===== config.mk =====
export PLATFORM = sky130hd
export DESIGN_NAME = pulse_sched
export DESIGN_NICKNAME = d
export VERILOG_FILES = /design/src/rtl/pulse_sched.sv
export SDC_FILE = /design/constraint.sdc
export NUM_CORES = 1
export LEC_CHECK = 0
export CAP_MARGIN = 20
export CORE_ASPECT_RATIO = 1.1
export CORE_UTILIZATION = 50
export DETAILED_ROUTE_END_ITERATION = 6
export DONT_BUFFER_PORTS = 1
export SLEW_MARGIN = 10
export SYNTH_ARGS = -nofsm -noshare
export SYNTH_HDL_FRONTEND = slang
export SYNTH_SLANG_ARGS = --single-unit

===== constraint.sdc =====
create_clock -name clk -period 4.24 [get_ports clk]
set_clock_uncertainty 0.2 [all_clocks]
set_input_delay 0.212 -clock clk [delete_from_list [all_inputs] [get_ports clk]]
set_output_delay 0.212 -clock clk [all_outputs]
set_load 0.005 [all_outputs]

===== src/rtl/pulse_sched.sv =====
// pulse_sched: shared pulse-timer scheduler.
// N requesters each ask for one timed pulse (dly cycles of wait, then len
// cycles high). A round-robin arbiter picks one job at a time, latches its
// timing, and drives a single shared counter and pulse output.
//
// Ports
//   clk        clock, rising edge
//   rstn       asynchronous active-low reset
//   req        level requests, held by requester i until done[i]
//   dly        per-requester delay, field i at [i*W +: W]
//   len        per-requester high time, field i at [i*W +: W]
//   pulse      shared pulse (registered)
//   pulse_sel  one-hot owner of pulse, zero while pulse is low
//   grant      index of current job owner, valid while busy
//   busy       high whenever a job or its trailing gap is in progress
//   done       one-cycle completion strobe for the owner
module pulse_sched #(
    parameter int unsigned N   = 4,
    parameter int unsigned W   = 8,
    parameter int unsigned GAP = 1
) (
    input  logic                 clk,
    input  logic                 rstn,
    input  logic [N-1:0]         req,
    input  logic [N*W-1:0]       dly,
    input  logic [N*W-1:0]       len,
    output logic                 pulse,
    output logic [N-1:0]         pulse_sel,
    output logic [$clog2(N)-1:0] grant,
    output logic                 busy,
    output logic [N-1:0]         done
);

    localparam int unsigned GW = $clog2(N);

    // Reject unsupported parameterisations at elaboration.
    if (N < 2) begin : g_bad_n
        $error("pulse_sched: N must be at least 2");
    end
    if (GAP < 1) begin : g_bad_gap
        $error("pulse_sched: GAP must be at least 1");
    end
    if (64'(GAP) > (64'(1) << W)) begin : g_big_gap
        $error("pulse_sched: GAP-1 must fit in the W-bit counter");
    end

    typedef enum logic [1:0] {
        S_IDLE  = 2'd0,
        S_DELAY = 2'd1,
        S_HIGH  = 2'd2,
        S_GAP   = 2'd3
    } state_t;

    state_t         r_state;
    logic [W-1:0]   r_cnt;
    logic [W-1:0]   r_len;
    logic [GW-1:0]  r_last;
    logic [GW-1:0]  r_grant;
    logic           r_pulse;
    logic [N-1:0]   r_pulse_sel;
    logic           r_busy;
    logic [N-1:0]   r_done;

    logic [GW:0]    w_shift;
    logic [N-1:0]   w_rot;
    logic           w_found;
    logic [GW-1:0]  w_off;
    logic [GW:0]    w_sum;
    logic [GW-1:0]  w_win;
    logic [W-1:0]   w_win_dly;
    logic [W-1:0]   w_win_len;
    logic [N-1:0]   w_grant_oh;

    // Round-robin pick: rotate req so bit 0 is requester last+1, take the
    // lowest set bit, then map the offset back to an absolute index mod N.
    always_comb begin
        w_shift = (GW+1)'(r_last) + (GW+1)'(1);
        w_rot   = N'({req, req} >> w_shift);
        w_found = 1'b0;
        w_off   = '0;
        for (int i = 0; i < N; i++) begin
            if (!w_found && w_rot[i]) begin
                w_found = 1'b1;
                w_off   = GW'(i);
            end
        end
        w_sum = (GW+1)'(r_last) + (GW+1)'(1) + (GW+1)'(w_off);
        if (w_sum >= (GW+1)'(N)) begin
            w_sum = w_sum - (GW+1)'(N);
        end
        w_win     = GW'(w_sum);
        w_win_dly = '0;
        w_win_len = '0;
        for (int i = 0; i < N; i++) begin
            if (w_win == GW'(i)) begin
                w_win_dly = dly[i*W +: W];
                w_win_len = len[i*W +: W];
            end
        end
    end

    // One-hot decode of the current owner.
    always_comb begin
        w_grant_oh = '0;
        for (int i = 0; i < N; i++) begin
            w_grant_oh[i] = (r_grant == GW'(i));
        end
    end

    // Scheduler FSM with registered outputs; the counter only counts down
    // and every terminal action happens when it reads zero, so it never wraps.
    always_ff @(posedge clk or negedge rstn) begin
        if (!rstn) begin
            r_state     <= S_IDLE;
            r_cnt       <= '0;
            r_len       <= '0;
            r_last      <= GW'(N - 1);
            r_grant     <= '0;
            r_pulse     <= 1'b0;
            r_pulse_sel <= '0;
            r_busy      <= 1'b0;
            r_done      <= '0;
        end else begin
            r_done <= '0;
            case (r_state)
                S_IDLE: begin
                    if (w_found) begin
                        r_state <= S_DELAY;
                        r_grant <= w_win;
                        r_last  <= w_win;
                        r_cnt   <= w_win_dly;
                        r_len   <= w_win_len;
                        r_busy  <= 1'b1;
                    end
                end
                S_DELAY: begin
                    if (r_cnt == '0) begin
                        if (r_len != '0) begin
                            r_state     <= S_HIGH;
                            r_pulse     <= 1'b1;
                            r_pulse_sel <= w_grant_oh;
                            r_cnt       <= r_len - W'(1);
                        end else begin
                            r_state <= S_GAP;
                            r_done  <= w_grant_oh;
                            r_cnt   <= W'(GAP - 1);
                        end
                    end else begin
                        r_cnt <= r_cnt - W'(1);
                    end
                end
                S_HIGH: begin
                    if (r_cnt == '0) begin
                        r_state     <= S_GAP;
                        r_pulse     <= 1'b0;
                        r_pulse_sel <= '0;
                        r_done      <= w_grant_oh;
                        r_cnt       <= W'(GAP - 1);
                    end else begin
                        r_cnt <= r_cnt - W'(1);
                    end
                end
                S_GAP: begin
                    if (r_cnt == '0) begin
                        r_state <= S_IDLE;
                        r_busy  <= 1'b0;
                    end else begin
                        r_cnt <= r_cnt - W'(1);
                    end
                end
                default: begin
                    r_state <= S_IDLE;
                end
            endcase
        end
    end

    assign pulse     = r_pulse;
    assign pulse_sel = r_pulse_sel;
    assign grant     = r_grant;
    assign busy      = r_busy;
    assign done      = r_done;

endmodule


==> flow_summary.toml, run 1 <==
[outcome]
status = "finished, final reports clean"

[finish]
area_delta_synth_final_pct = 8.50
register_area_um2 = 803
final_common_cell = "nor2_1"
fill_cells = 458
diodes = 0
fin_nets = 386
drive_gt1_frac = 0.0974
final_cell_mix = "nor2_1, dfrtp_1, nand2_1"
multi_input_area_mm2 = 0.00165

[grt]
antenna_found_initial = 0
grt.overflow.total = 0
grt_pass1_wl_mm = 10.4
grt_pass1_vias = 2191
grtUsageTotal = 0.238
grt_max_degree = 33

[hold_path]
hold_depth = 2
hold_class = "input port to register"

[detailed_routing]
antenna_left = 0
drt-vias-per-instance = 6.22
vias = 2276
dr.pass1.iters = 4
routed_wl_mm = 6.38
post_drt_wl_per_cell_um = 17.4
drt-initial-drc-count = 137
route.detailed.drc = 0

[power_and_ir_drop]
peakVddDrop_uv = 699
p_leak_uw = 0.00127
power.density_mw_per_mm2 = 828
netSwitchingPower_uw = 1130
combPwrFrac = 0.632
seqPwrFrac = 0.264
power_frac_clock = 0.104
p_int_uw = 1240
switching_share = 0.477

[yosys]
ys.flop_type = "dfrtp_1"
synthCells = 302
yosysWarnings = 0
synth-seq-cells = 32
ys_async_sr_fraction = 1.00
synth-edff-count = 0
ys_types = 63
syn_area_mm2 = 0.00264
ys_seq_area_frac = 0.305
synth.avg_cell_area_um2 = 8.73
synth_nets = 381

[cts]
clkSinkCount = 32
root_buffer = "clkbuf_8"
clk_path_buf_depth = 2
ctsResizeCount = 0
tritoncts = "done"
htreeDepth = 2
clk_pin_slew_ns = 0.07
numCtsBuffers = 5
clk_latency_ns = 0.29

[timing]
max_slew.worst_pin.slew_ns = 0.891
relSlewSlack = 0.403
period_needed_ns = 3.58
setup_slack_ns = 0.663
rsz0062_at_grt = "false"
hold_viol = 0
clock.fmax_mhz = 280
tns_ns = 0
setup_violations = 0
slew_violations = 0
min_period_over_period = 0.844

[critical_path]
crit_type = "register to register"
arrival_ns = 3.56
required_ns = 4.22
ff2ff_path_depth = 8
worstPathMaxFanout = 15
worstSetupStartpointType = "register"
end_kind = "register"

[place]
place_ws_ns = 1.07
portBuffers = 0
dp_hpwl_mm = 4.69
routabilityCongestion = 0.901

[die]
dieHeight_um = 78.1
start_util = 0.523
pin_count = 82
die-area_mm2 = 0.00556
num_rows = 27
die_w_um = 71.2
core_mm2 = 0.00503

[job]
maxCapViolations = 0
## timing repair
| item | in CTS | in global routing |
|---|---|---|
| hold buffers | 14 | 0 |
| hold endpoints to repair | 42 | 0 |
| setup buffers | 0 | 0 |
## worst paths after layout
check	from	to	slack, ns
min reg2reg	pulse_sel[3]	pulse_sel[3]	0.30
max reg2reg	r_last[0]	r_cnt[0]	0.66
max in group asynchronous	rstn	r_last[1]	3.44
min in group asynchronous	rstn	r_cnt[6]	0.17
min	dly[25]	r_cnt[1]	0.01
max	r_last[0]	r_cnt[0]	0.66
## final cells by class
type | instances | area share
Tap cell | 58 | 0.0254
Clock buffer | 7 | 0.0302
Sequential cell | 32 | 0.281
Clock inverter | 1 | 0.00263
Timing Repair Buffer | 16 | 0.0578
Inverter | 19 | 0.0249
Multi-Input combinational cell | 233 | 0.578
## cells in the mapped netlist, types with 3 or more instances
| library cell | count | area [um2] |
|---|---|---|
| nor2b_1 | 7 | 43.8 |
| clkbuf_1 | 7 | 26.3 |
| a221o_1 | 9 | 90.1 |
| o211a_1 | 3 | 30.0 |
| nor3_1 | 5 | 25.0 |
| a22o_1 | 3 | 26.3 |
| mux2_2 | 3 | 33.8 |
| inv_1 | 19 | 71.3 |
| nand3b_1 | 3 | 22.5 |
| nor3_2 | 3 | 30.0 |
| o31ai_1 | 3 | 22.5 |
| or3_1 | 4 | 25.0 |
| o21ai_0 | 8 | 40.0 |
| mux2i_1 | 21 | 210 |
| ha_1 | 9 | 113 |
| dfrtp_1 | 30 | 751 |
| a22oi_1 | 11 | 82.6 |
| nand3_1 | 3 | 15.0 |
| nor4_1 | 6 | 37.5 |
| buf_2 | 5 | 25.0 |
| and2_1 | 4 | 25.0 |
| nand2_1 | 29 | 109 |
| o21ai_1 | 4 | 20.0 |
| o21a_1 | 3 | 22.5 |
| nand2b_1 | 3 | 18.8 |
| a21boi_0 | 3 | 22.5 |
| buf_6 | 4 | 45.0 |
| o22ai_1 | 3 | 18.8 |
| xnor2_1 | 5 | 43.8 |
| nor2_1 | 31 | 116 |
| a21oi_1 | 10 | 50.1 |
## state kept, by name, summed over array words and instances (netlist names)
name	count
r_last	2
r_len	8
busy	1
pulse_sel	4
grant	2
r_cnt	8
pulse	1
done	4
r_state	2
## worst max-delay path, cell delays in order, from the launching register on
cell and delay [ns]:
dfstp_2 0.61, nor2_1 0.07, a221o_1 0.33, a221oi_1 0.27
ha_1 0.47, xnor2_2 0.36, mux2i_1 0.20, dlygate4sd3_1 0.60
a2111oi_2 0.35
## per-stage QoR
stage	hold slack, ns	instances	total power, uW	area, um2	util
detailed placement	-0.282	344	2080	2620	0.520
floorplan	-0.284	302	1810	2640	-
finish	0.0137	366	2370	2860	0.568
CTS	0.0136	366	2370	2860	0.568
global route	0.0210	366	2590	2860	0.568
global placement	-0.283	344	2050	2620	0.520
## metal layers
layer | part of all wire | track usage
met5 | 0 | 0
met4 | 0.034 | 0.0980
met3 | 0.054 | 0.0539
met2 | 0.46 | 0.379
met1 | 0.45 | 0.309
## power by group through the flow
| stage | logic (uW) | registers, uW | clock network (uW) |
|---|---|---|---|
| floorplan | 1250 | 562 | 0 |
| global placement | 1430 | 623 | 0 |
| detailed placement | 1450 | 626 | 0 |
| CTS | 1490 | 621 | 252 |
| global route | 1670 | 646 | 270 |
| finish | 1500 | 624 | 246 |
## cells by family after synthesis
group / after synthesis / synth area share
AND/OR/NAND/NOR: 109 / 0.212
AO/OA/AOI/OAI: 83 / 0.246
buffers and inverters: 37 / 0.0679
flip-flops: 32 / 0.305
multiplexers: 25 / 0.101
adder cells (fa/ha/maj): 9 / 0.0427
XOR/XNOR: 7 / 0.0261
(Power assumes the default switching activity.)
==> inputs of run 2 (changes only) <==
--- a/config.mk
+++ b/config.mk
@@ -10,6 +10,7 @@
 export CORE_UTILIZATION = 50
 export DETAILED_ROUTE_END_ITERATION = 6
 export DONT_BUFFER_PORTS = 1
+export PLACE_DENSITY = 0.68
 export SLEW_MARGIN = 10
 export SYNTH_ARGS = -nofsm -noshare
 export SYNTH_HDL_FRONTEND = slang
==> constraint.sdc (replaced) <==
create_clock -name clk -period 3.1 [get_ports clk]
set_clock_uncertainty 0.2 [all_clocks]
set_input_delay 0.155 -clock clk [delete_from_list [all_inputs] [get_ports clk]]
set_output_delay 0.155 -clock clk [all_outputs]
set_load 0.005 [all_outputs]
==> run 2 against run 1 <==
Against the previous run: the flow now finishes with violations (DRC); fmax grew 22%; core utilization rose by 4.0 points; clock-buffer cell count shrank 1; die area unchanged; cell area is 7.0% higher; cell count grew 4.4%; critical path depth did not move; non-clock buffer count up 16; hold slack got worse by 0.0046 ns; global-route usage is 0.33 points higher; setup slack got worse by 0.50 ns; via count up 3.2%; critical path type unchanged.
==> flow_summary.toml, run 2 (synthesized netlist as in run 1, its figures left out) <==
[finish]
multi_input_area_mm2 = 0.00167
post-route-util = 0.608
largestRegisters = "r_cnt x8, r_len x8"
final_common_cell = "nor2_1"
register_area_um2 = 803
finish.instance_area_mm2 = 0.00306
diodes = 0
fin_nets = 402
drive_gt1_frac = 0.105
final_cell_mix = "nor2_1, dfrtp_1, nand2_1"
area_delta_synth_final_pct = 16.1
fill_cells = 442

[critical_path]
worstSetupStartpointType = "register"
slowest_stage = "dfstp_2"
crit_top_cell = "nor2_1"
critPathBufInv = 0
end_kind = "register"
critical-path-max-stage-delay_ns = 0.61
crit_type = "register to register"
r2r_slack_ns = 0.17
critPathLaunch = "r_last[0]"
worstPathCellList = "nor2_1 -> a221o_1 -> a221oi_1 -> ha_2 -> mux2_2 -> mux4_2 -> nor2_1 -> a21oi_1"
worstPathMaxFanout = 9
ff2ff_path_depth = 8
r2r-start = "r_last[0]"
reg2reg_to = "r_cnt[5]"
arrival_ns = 2.90
cpLargestDelayFamily = "multiplexers"
required_ns = 3.07

[hold_path]
hold_depth = 3
worstHoldStart = "dly[2]"
hold_class = "input port to register"
holdPathEnd = "r_cnt[2]"

[die]
num_rows = 27
pin_count = 82
die_w_um = 71.2
die-area_mm2 = 0.00556
start_util = 0.523
dieHeight_um = 78.1
core_mm2 = 0.00503

[grt]
antenna_found_initial = 0
grt.overflow.total = 0
grt_pass1_vias = 2275
grtUsageTotal = 0.241
grt_max_degree = 33
grt_pass1_wl_mm = 10.6

[power_and_ir_drop]
power_frac_clock = 0.115
switching_share = 0.459
seqPwrFrac = 0.249
p_leak_uw = 0.00135
peakVddDrop_uv = 1190
power_uw = 3420
p_int_uw = 1850
power.density_mw_per_mm2 = 1120
netSwitchingPower_uw = 1570
combPwrFrac = 0.636

[timing]
slew_violations = 0
max_slew.worst_pin.slew_ns = 0.787
rsz0062_at_grt = "false"
period_needed_ns = 2.93
hold_viol = 0
relSlewSlack = 0.475
clock.fmax_mhz = 341
min_period_over_period = 0.946
tns_ns = 0
setup_violations = 0

[place]
dp_hpwl_mm = 4.63
portBuffers = 0
routabilityCongestion = 0.920
placedInstanceArea_mm2 = 0.00264

[cts]
tritoncts = "done"
htreeDepth = 2
clkSinkCount = 32
clk_path_buf_depth = 2
root_buffer = "clkbuf_8"
clk_latency_ns = 0.28
clk_pin_slew_ns = 0.07
numCtsBuffers = 5

[detailed_routing]
routed_wl_mm = 6.37
post_drt_wl_per_cell_um = 16.7
dr.pass1.iters = 6
drt-vias-per-instance = 6.15
drt-initial-drc-count = 117
antenna_left = 0
vias = 2348
route.detailed.drc = 3

[outcome]
violations = "DRC"
status = "finished with violations"

[job]
maxCapViolations = 0
## run 2: timing repair
item / 4_1_cts / 5_1_grt
hold buffers: 27 / 0
setup endpoints to repair: 0 / 13
resized for setup: 0 / 4
hold endpoints to repair: 44 / 0
buffers inserted: 0 / 1
## run 2: worst register-to-register path, stage by stage (launching register included)
cell      delay (ns)
dfstp_2         0.61
nor2_1          0.07
a221o_1         0.34
a221oi_1        0.30
ha_2            0.33
mux2_2          0.36
mux4_2          0.44
nor2_1          0.12
a21oi_1         0.05
## run 2: metrics by stage
stage	hold WS, ns	instances	setup WS (ns)
2_1_floorplan	-0.341	302	0.00893
3_3_place_gp	-0.339	346	0.142
3_5_place_dp	-0.339	346	0.0491
4_1_cts	0.00250	381	0.0721
5_1_grt	0.0329	382	0.0140
6_report	0.00914	382	0.166
## run 2: worst max-delay path by stage
stage	end	slack, ns	cells past startpoint
6_report	r_cnt[5]	0.17	8
5_1_grt	r_cnt[5]	0.01	8
4_1_cts	r_len[4]	0.07	7
3_5_place_dp	r_len[4]	0.05	7
3_3_place_gp	r_len[5]	0.14	7
2_1_floorplan	r_cnt[5]	0.009	10
## run 2: cell type report
cell class,count,area share
clock buffers,6,0.0237
clock inverters,2,0.0115
inverters,19,0.0233
multi-input cells,233,0.547
flip-flops and latches,32,0.263
well taps,58,0.0237
repair buffers,32,0.108
## run 2: power groups by stage
stage               sequential [uW]  combinational [uW]  clock (uW)
detailed placement              852                2050           0
global route                    886                2420         418
finish                          852                2180         393
CTS                             845                2100         403
global placement                848                2010           0
floorplan                       769                1710           0
## run 2: layer usage
metal	GRT usage	vias to the layer above	share of wire
met4	0.0900	0	0.016
met5	0	-	0
met2	0.390	78	0.48
li1	-	1144	-
met3	0.0488	12	0.045
met1	0.316	1114	0.45
==> inputs of run 3 (changes only) <==
--- a/config.mk
+++ b/config.mk
@@ -5,12 +5,11 @@
 export SDC_FILE = /design/constraint.sdc
 export NUM_CORES = 1
 export LEC_CHECK = 0
-export CAP_MARGIN = 20
 export CORE_ASPECT_RATIO = 1.1
 export CORE_UTILIZATION = 50
 export DETAILED_ROUTE_END_ITERATION = 6
 export DONT_BUFFER_PORTS = 1
-export PLACE_DENSITY = 0.68
+export PLACE_DENSITY = 0.79
 export SLEW_MARGIN = 10
 export SYNTH_ARGS = -nofsm -noshare
 export SYNTH_HDL_FRONTEND = slang
==> run 3 against run 2 <==
Against the previous run: the flow finishes with violations (DRC, hold timing); cell count grew 0.79%; sequential share of layout area shrank 0.13 points; sequential power is essentially flat; highest routed layer unchanged; global-route usage grew 0.86 points; clock power shrank 18%; critical path depth is the same; flip-flop and latch count is the same; fmax grew 0.33%; clock-buffer cell count shrank 1; register-to-register slack is essentially flat; total power shrank 1.1%; critical endpoint unchanged; via count grew 2.6%.
==> flow_summary.toml, run 3 (synthesized netlist as in run 1, its figures left out) <==
[critical_path]
cp_num_cells = 8
arrival_ns = 2.91
critical-path-max-stage-delay_ns = 0.62
r2r_slack_ns = 0.18
required_ns = 3.08
slowest_stage = "dfstp_2"
crit_top_cell = "nor2_1"
worstPathMaxFanout = 9
worstPathCellList = "nor2_1 -> a221o_1 -> a221oi_2 -> ha_2 -> mux2_2 -> mux4_2 -> nor2_1 -> a21oi_1"
worstSetupStartpointType = "register"
r2r-start = "r_last[0]"
critPathBufInv = 0
cpLargestDelayFamily = "multiplexers"
critPathLaunch = "r_last[0]"
end_kind = "register"
crit_end = "r_cnt[5]"
crit_type = "register to register"
ff2ff_path_depth = 8
reg2reg_to = "r_cnt[5]"

[die]
num_rows = 27
core_mm2 = 0.00503
dieHeight_um = 78.1
die-area_mm2 = 0.00556
start_util = 0.523
pin_count = 82
die_w_um = 71.2

[timing]
hold_viol = 1
rsz0062_at_grt = "false"
relSlewSlack = 0.458
setup_violations = 0
max_slew.worst_pin.slew_ns = 0.813
timing.hold.ws_ns = -0.00900
clock.fmax_mhz = 342
min_period_over_period = 0.943
slew_violations = 0
period_needed_ns = 2.92
tns_ns = 0

[detailed_routing]
vias = 2408
post_drt_wl_per_cell_um = 17.2
drt-initial-drc-count = 167
antenna_left = 0
routed_wl_mm = 6.61
dr.pass1.iters = 6
drt-vias-per-instance = 6.25
route.detailed.drc = 5

[grt]
grtUsageTotal = 0.250
grt_busiest_layer = "met2"
met3_usage = 0.0488
met2_usage = 0.447
grt.overflow.total = 0
grt_max_degree = 33
met1_usage = 0.293
grt_pass1_vias = 2357
grt_pass1_wl_mm = 10.8
antenna_found_initial = 0

[finish]
area_delta_synth_final_pct = 16.7
largestRegisters = "r_cnt x8, r_len x8"
drive_gt1_frac = 0.110
fin_nets = 405
final_cell_mix = "nor2_1, dfrtp_1, nand2_1, dlygate4sd3_1, mux2i_1"
final_common_cell = "nor2_1"
diodes = 0
fill_cells = 423

[power_and_ir_drop]
power_uw = 3390
power.density_mw_per_mm2 = 1100
peakVddDrop_uv = 724
p_leak_uw = 0.00136

[hold_path]
hold_class = "input port to register"

[outcome]
status = "finished with violations"
violations = "DRC, hold timing"

[cts]
clk_latency_ns = 0.29
clk_pin_slew_ns = 0.08
tritoncts = "done"
htreeDepth = 2
numCtsBuffers = 5
root_buffer = "clkbuf_8"
clk_path_buf_depth = 2
clkSinkCount = 32
post_cts_buffers = 0

[place]
routabilityCongestion = 0.845
portBuffers = 0
dp_hpwl_mm = 4.57

[job]
maxCapViolations = 0
==> run 3: cell types whose count changed in the layout (fill, tap and decap cells not counted), sizes merged <==
cell,delta
clkbuf,-1
bufinv,-1
clkinv,+2
dlygate4sd3,+3
==> run 3: power by group <==
group	switching [uW]	total (uW)	internal [uW]	leakage, uW
Clock	167	323	156	0.0000479
Combinational	1190	2210	1020	0.000915
Sequential	241	853	612	0.000397
==> run 3: worst min path at each step <==
| stage | start | end | slack [ns] | cells past startpoint |
|---|---|---|---|---|
| global route | len[9] | r_len[1] | 0.02 | 3 |
| global placement | rstn | done[2] | -0.34 | 0 |
| finish | len[10] | r_len[2] | -0.009 | 3 |
| detailed placement | rstn | r_state[1] | -0.34 | 0 |
| CTS | len[10] | r_len[2] | 0.003 | 3 |
| floorplan | rstn | busy | -0.34 | 0 |
==> run 3: worst min-delay path: stages <==
cell,delay (ns)
nor2_1,0.07
a221o_1,0.15
a22oi_1,0.06
==> run 3: what timing repair did <==
item	CTS	global route
resized for setup	0	4
hold buffers	30	0
endpoints found under the setup margin	0	13
hold endpoints to repair	44	0
==> run 3: per-layer routing <==
| layer | share of wire | routed length, um | up-vias |
|---|---|---|---|
| met5 | 0 | 0 | - |
| met4 | 0.019 | 125 | 0 |
| met3 | 0.045 | 299 | 13 |
| met2 | 0.52 | 3410 | 92 |
| met1 | 0.42 | 2780 | 1149 |
| li1 | - | - | 1154 |
==> run 3: layout make-up <==
| type | count | area, um2 | area share |
|---|---|---|---|
| clock buffers | 5 | 68.8 | 0.0224 |
| clock inverters | 3 | 18.8 | 0.00611 |
| inverters | 19 | 71.3 | 0.0232 |
| multi-input cells | 233 | 1680 | 0.546 |
| flip-flops and latches | 32 | 803 | 0.261 |
| well taps | 58 | 72.6 | 0.0236 |
| repair buffers | 35 | 360 | 0.117 |
==> run 3: per-stage QoR <==
stage	cells	setup slack [ns]	cell area, um2	util
floorplan	302	0.00893	2640	-
global placement	347	0.209	2650	0.526
detailed placement	347	0.0550	2650	0.526
CTS	385	0.0331	3050	0.606
global route	385	0.00100	3070	0.611
finish	385	0.176	3070	0.611
